[src/rtl/spwm_pkg.sv]
// Shared types and constants for the SPWM gate modulator: gate FSM encoding,
// default widths and the offset-binary midscale reference.
package spwm_pkg;

  localparam int unsigned DefaultWidth      = 16;
  localparam int unsigned DefaultDeadCycles = 50;
  localparam int unsigned DefaultDtW        = 8;

  // Offset-binary zero volts for the default width.
  localparam logic [DefaultWidth-1:0] Midscale = {1'b1, {(DefaultWidth-1){1'b0}}};

  typedef enum logic [2:0] {
    StOff,
    StHiOn,
    StDtLo,
    StLoOn,
    StDtHi
  } gate_state_e;

endpackage

[src/rtl/spwm_deadtime.sv]
// Gate FSM with dead-time insertion: each hi/lo handover holds both gates low
// for DEAD_CYCLES clocks.
module spwm_deadtime
  import spwm_pkg::*;
#(
  parameter int unsigned DEAD_CYCLES = DefaultDeadCycles,
  parameter int unsigned DT_W        = DefaultDtW
) (
  input  logic clk,
  input  logic rst_n,
  input  logic enable,
  input  logic demand,
  output logic gate_hi,
  output logic gate_lo
);

  localparam logic [DT_W-1:0] DeadLoad = DT_W'(DEAD_CYCLES);

  gate_state_e     state_q, state_d;
  logic [DT_W-1:0] cnt_q, cnt_d, cnt_dec;

  always_comb begin
    state_d = state_q;
    cnt_d   = cnt_q;
    cnt_dec = cnt_q - DT_W'(1);
    if (!enable) begin
      state_d = StOff;
      cnt_d   = '0;
    end else begin
      unique case (state_q)
        StOff: begin
          state_d = demand ? StDtHi : StDtLo;
          cnt_d   = DeadLoad;
        end
        StHiOn: begin
          if (!demand) begin
            state_d = StDtLo;
            cnt_d   = DeadLoad;
          end
        end
        StLoOn: begin
          if (demand) begin
            state_d = StDtHi;
            cnt_d   = DeadLoad;
          end
        end
        // Leave on the edge the count reaches zero so exactly DEAD_CYCLES
        // cycles are spent with both gates low.
        StDtHi: begin
          if (cnt_dec == '0) begin
            if (demand) begin
              state_d = StHiOn;
              cnt_d   = '0;
            end else begin
              state_d = StDtLo;
              cnt_d   = DeadLoad;
            end
          end else begin
            cnt_d = cnt_dec;
          end
        end
        StDtLo: begin
          if (cnt_dec == '0) begin
            if (!demand) begin
              state_d = StLoOn;
              cnt_d   = '0;
            end else begin
              state_d = StDtHi;
              cnt_d   = DeadLoad;
            end
          end else begin
            cnt_d = cnt_dec;
          end
        end
        default: begin
          state_d = StOff;
          cnt_d   = '0;
        end
      endcase
    end
  end

  always_ff @(posedge clk or negedge rst_n) begin
    if (!rst_n) begin
      state_q <= StOff;
      cnt_q   <= '0;
    end else begin
      state_q <= state_d;
      cnt_q   <= cnt_d;
    end
  end

  // Decoded straight from the state register so reset drops the gates at once.
  assign gate_hi = (state_q == StHiOn);
  assign gate_lo = (state_q == StLoOn);

endmodule

[src/rtl/spwm_gate_modulator.sv]
// Per-leg SPWM modulator: samples the reference at carrier update points and
// compares it to the carrier. SPWM_DOUBLE_UPDATE_EN adds peak update points.
module spwm_gate_modulator
  import spwm_pkg::*;
#(
  parameter int unsigned WIDTH       = DefaultWidth,
  parameter int unsigned DEAD_CYCLES = DefaultDeadCycles,
  parameter int unsigned DT_W        = DefaultDtW
) (
  input  logic             clk,
  input  logic             rst_n,
  input  logic             enable,
  input  logic [WIDTH-1:0] carrier,
  input  logic             carrier_dir,
  input  logic             ref_valid,
  input  logic [WIDTH-1:0] ref_data,
  output logic             ref_ready,
  output logic             gate_hi,
  output logic             gate_lo,
  output logic             underrun,
  input  logic             underrun_clr
);

  localparam logic [WIDTH-1:0] MidRef = {1'b1, {(WIDTH-1){1'b0}}};

  logic             dir_q;
  logic             ready_q, ready_d;
  logic             underrun_q, underrun_d;
  logic             demand_q;
  logic [WIDTH-1:0] ref_q, ref_d;
  logic             valley, update, xfer, underrun_evt;

  assign valley = dir_q & ~carrier_dir;

`ifdef SPWM_DOUBLE_UPDATE_EN
  logic peak;
  assign peak   = ~dir_q & carrier_dir;
  assign update = valley | peak;
`else
  assign update = valley;
`endif

  assign xfer         = ref_valid & ready_q;
  // A sample accepted on the update cycle itself counts as on time.
  assign underrun_evt = update & ready_q & ~xfer;

  always_comb begin
    ready_d    = ready_q;
    ref_d      = ref_q;
    underrun_d = underrun_q;
    if (xfer) begin
      ref_d = ref_data;
    end
    if (!enable) begin
      ready_d = 1'b0;
    end else if (update) begin
      ready_d = 1'b1;
    end else if (xfer) begin
      ready_d = 1'b0;
    end
    if (underrun_clr) begin
      underrun_d = 1'b0;
    end else if (underrun_evt) begin
      underrun_d = 1'b1;
    end
  end

  always_ff @(posedge clk or negedge rst_n) begin
    if (!rst_n) begin
      dir_q      <= 1'b0;
      ready_q    <= 1'b0;
      underrun_q <= 1'b0;
      ref_q      <= MidRef;
      demand_q   <= 1'b0;
    end else begin
      dir_q      <= carrier_dir;
      ready_q    <= ready_d;
      underrun_q <= underrun_d;
      ref_q      <= ref_d;
      demand_q   <= (ref_q > carrier);
    end
  end

  assign ref_ready = ready_q;
  assign underrun  = underrun_q;

  spwm_deadtime #(
    .DEAD_CYCLES(DEAD_CYCLES),
    .DT_W       (DT_W)
  ) u_deadtime (
    .clk    (clk),
    .rst_n  (rst_n),
    .enable (enable),
    .demand (demand_q),
    .gate_hi(gate_hi),
    .gate_lo(gate_lo)
  );

endmodule

[config.mk]
export PLATFORM = sky130hd
export DESIGN_NAME = spwm_gate_modulator
export DESIGN_NICKNAME = d
export VERILOG_FILES = /design/src/rtl/spwm_pkg.sv /design/src/rtl/spwm_deadtime.sv /design/src/rtl/spwm_gate_modulator.sv
export SDC_FILE = /design/constraint.sdc
export NUM_CORES = 1
export LEC_CHECK = 0
export CAP_MARGIN = 10
export CORE_UTILIZATION = 25
export CTS_BUF_LIST = sky130_fd_sc_hd__clkbuf_16
export DETAILED_ROUTE_END_ITERATION = 8
export PLACE_DENSITY = 0.52
export SLEW_MARGIN = 10
export SYNTH_ARGS = -nofsm -noshare
export SYNTH_HDL_FRONTEND = slang
export SYNTH_SLANG_ARGS = --single-unit
[constraint.sdc]
create_clock -name clk -period 5.9 [get_ports clk]
set_clock_uncertainty 0.2 [all_clocks]
set_input_delay 1.18 -clock clk [delete_from_list [all_inputs] [get_ports clk]]
set_output_delay 1.18 -clock clk [all_outputs]
set_load 0.05 [all_outputs]
==> flow_results.org <==
** Min path
- Worst min-delay path class :: flop to flop

** Synthesis
- Synth warnings :: 0
- EDFF count, synth :: 0
- Sequential cells were found to cover 39.8% of the synthesized design area.
- Mapped Cells :: 194
- Async SR Flop Fraction :: 100%
- Synth Register Bits :: 31
- By count the netlist is led by 30 x dfrtp_1, 21 x inv_1, 18 x ha_1.
- Of all cell types, the one taking the most synthesized area is dfrtp_1.
- The average instance in the mapped netlist occupies 10.1 sq um.
- Top-area cell type share of the netlist area :: 38.4%
- In the post-synthesis netlist, the biggest area contributors are dfrtp_1 38%, ha_1 12%, mux2_2 9.2%.
- Among all flip-flop cells after synthesis, the most frequent one is dfrtp_1.
- Most used standard cell by instance count after synthesis :: dfrtp_1
- Counting distinct cell types in the post-synthesis netlist gives 41.
- Mapped cell area :: 1950 sq um
- When the netlist entered floorplanning its net count stood at 250.

** Finish
- Syn-to-layout area delta :: 33.2%
- 0 antenna diodes ended up in the layout.
- Final instance count without filler cells :: 337
- Fraction of final layout cells sized beyond drive strength 1 :: 13.9%
- Measured on the finished design, the core utilization comes to 35.1%.
- The final layout contains 293 nets.

** Floorplanning
- Core area :: 7410 sq um
- Row cnt :: 31
- The die covers 8170 sq um.
- Die Y :: 90.4 um
- During I/O placement, the number of pins put on the boundary was 42.
- Measured along the x axis, the die boundary spans 90.4 um.
- Once the floorplan was initialized, standard cells occupied 26.4% of the core.

** Clock tree
- TritonCTS built the clock tree.
- Hold Buf Count CTS :: 0
- Inserted Clock Buffers :: 5
- Post-CTS repair changed the size of 0 cells.
- No sink is reached through more buffers than the 2 on the longest clock path.
- In this run the post-CTS setup repair buffer count came out at 0.
- Clock-pin slew reported for the worst setup and hold paths after clock tree synthesis :: 50 ps
- Clk_lat worst skew :: 270 ps
- Total number of clock tree sinks :: 31
- CTS built an H-tree with a depth of 2.
- Root Buffer :: clkbuf_16

** Critical path
- For this run, the slowest stage of the critical path takes 830 ps.
- At the worst endpoint, the required time is 4520 ps.
- Cell with the largest stage delay on the worst path :: clkdlybuf4s50_1
- Maximum fanout count along the critical path :: 14
- Cell breakdown of the critical path :: nor3b_1 -> clkdlybuf4s50_1
- For the worst setup path, the data arrival time is 1950 ps.
- The worst setup path is captured at an output pin.
- Delay-heaviest family, CP :: buffers and inverters
- Total buffers and inverters traversed by the critical path :: 1
- The worst setup path is of the flop to output pin kind.
- Type of origin of the critical path :: flop

** GRT
- Largest net degree at the start of global routing :: 32
- Number of antenna violations at the first check in global routing :: 0
- Wire length of the first global-routing pass :: 7090 um
- For this run the aggregate overflow at the end of global routing stands at 0.
- Overall fraction of global-route tracks in use :: 10.8%
- Via count of the first global-routing pass :: 1568

** STA
- The final-report hold violation count came to 0.
- Slew @ Worst Pin :: 703 ps
- Slew Viols, Final :: 0
- The routed design could run at a clock period as short as 3330 ps.
- Setup repair after global routing left no endpoint under its margin.
- Headroom to the max-slew limit came out at 53.0%.
- Setup total negative slack on the finished layout was measured at 0 ps.
- Of the available clock period, the critical path in the final layout requires 56.4%.
- Max frequency :: 0.300 GHz
- Setup violations remaining at the end of the flow were counted as 0.

** Placed design
- The congestion estimate from routability-driven global placement came to 0.778.
- After detailed placement, the design holds a cell count of 329.
- Port buffer count :: 41
- HPWL after detailed placement :: 3060 um

** Detailed routing
- Before antenna repair, the detailed router went through 4 iterations.
- Antenna-violating nets left :: 0
- Vias post-DR :: 1516
- Dividing the detail-routed wire length by the instance count gives 11.9 um.
- Iteration-0 DRC count of the detailed router :: 126
- Drc violations :: 0
- Final wirelength :: 4020 um
- Via density per instance :: 4.50

** Pwr
- Power after layout :: 0.000922 W
- In this run the static leakage power is 1.16 nW.
- Power spread over the standard cell area amounts to 355 nW/um^2.
- Peak VDD IR :: 0.106 mV

** Status
- Result of the run :: finished clean

** Run
- Across the run, the number of max-cap violations was 0.
==> metal layers <==
metal  up-vias  GRT usage [%]  wire length (um)
li1        781              -                 -
met1       702           14.5              2040
met2        29           16.9              1760
met3         4           2.53               166
met4         0           4.03                57
met5         -              0                 0
==> area by class of cell <==
class | count | area (sq um)
fillers | 763 | 4810
multi-input cells | 136 | 1070
flip-flops and latches | 31 | 777
repair buffers | 42 | 418
clock buffers | 5 | 125
well taps | 99 | 124
inverters | 21 | 78.8
clock inverters | 3 | 11.3
==> where the power goes <==
part / total, W / switching, W / internal [W]
combinational: 0.000344 / 0.000167 / 0.000177
clock: 0.000236 / 0.0000846 / 0.000151
sequential: 0.000342 / 0.0000714 / 0.000271
total: 0.000922 / 0.000323 / 0.000599
==> stage by stage <==
| step | hold WS (ps) | cell area [sq um] | setup slack (ps) |
|---|---|---|---|
| after global routing | 328 | 2600 | 2480 |
| after global placement | 289 | 2460 | 2630 |
| after CTS | 307 | 2600 | 2560 |
| after floorplan | 270 | 1950 | 2640 |
| after detailed placement | 295 | 2460 | 2600 |
| final | 302 | 2600 | 2570 |
==> path summary, 6_finish.rpt <==
kind | start | endpoint | slack (ps) | cells after the start
max in group asynchronous | rst_n | ref_q[15]$_DFFE_PN1P_ | 4060 | 2
worst max-delay path | u_deadtime.state_q[1]$_DFFE_PN0P_ | gate_lo | 2570 | 2
worst max register to register | u_deadtime.cnt_q[3]$_DFFE_PN0P_ | u_deadtime.state_q[2]$_DFFE_PN0P_ | 3210 | 6
min in group asynchronous | rst_n | ref_q[5]$_DFFE_PN0P_ | 1120 | 2
worst min-delay path | u_deadtime.cnt_q[7]$_DFFE_PN0P_ | u_deadtime.cnt_q[7]$_DFFE_PN0P_ | 300 | 1
worst min register to register | u_deadtime.cnt_q[7]$_DFFE_PN0P_ | u_deadtime.cnt_q[7]$_DFFE_PN0P_ | 300 | 1
==> flip-flops by register name (all words and copies together), names as in the netlist <==
signal              count
demand_q                1
dir_q                   1
ref_ready               1
ref_q                  16
u_deadtime.cnt_q        8
underrun                1
u_deadtime.state_q      3
==> cell families after synthesis <==
| family | Yosys count | synth area share, % |
|---|---|---|
| multiplexers | 17 | 9.74 |
| XOR/XNOR | 7 | 3.14 |
| adder cells (fa/ha/maj) | 18 | 11.5 |
| flip-flops | 31 | 39.8 |
| buffers and inverters | 27 | 5.57 |
| AND/OR/NAND/NOR | 52 | 15.2 |
| AO/OA/AOI/OAI | 42 | 15.1 |
==> cell usage in the layout, fill, tap and decap left out, types with 2 or more instances in the layout <==
cell type,instances
a2111oi_0,2
a21o_1,3
a21oi_1,6
clkbuf_16,5
clkdlybuf4s50_1,41
clkinv_1,2
dfrtp_1,30
ha_1,18
inv_1,22
mux2_2,16
nand2_1,11
nand2b_1,6
nand3_1,3
nand4_1,5
nor2_1,7
nor3_1,7
nor3b_1,3
o211ai_2,4
o21a_1,2
o21ai_0,15
o31ai_1,2
or4_4,2
xor2_1,6
(Power assumes the default switching activity.)
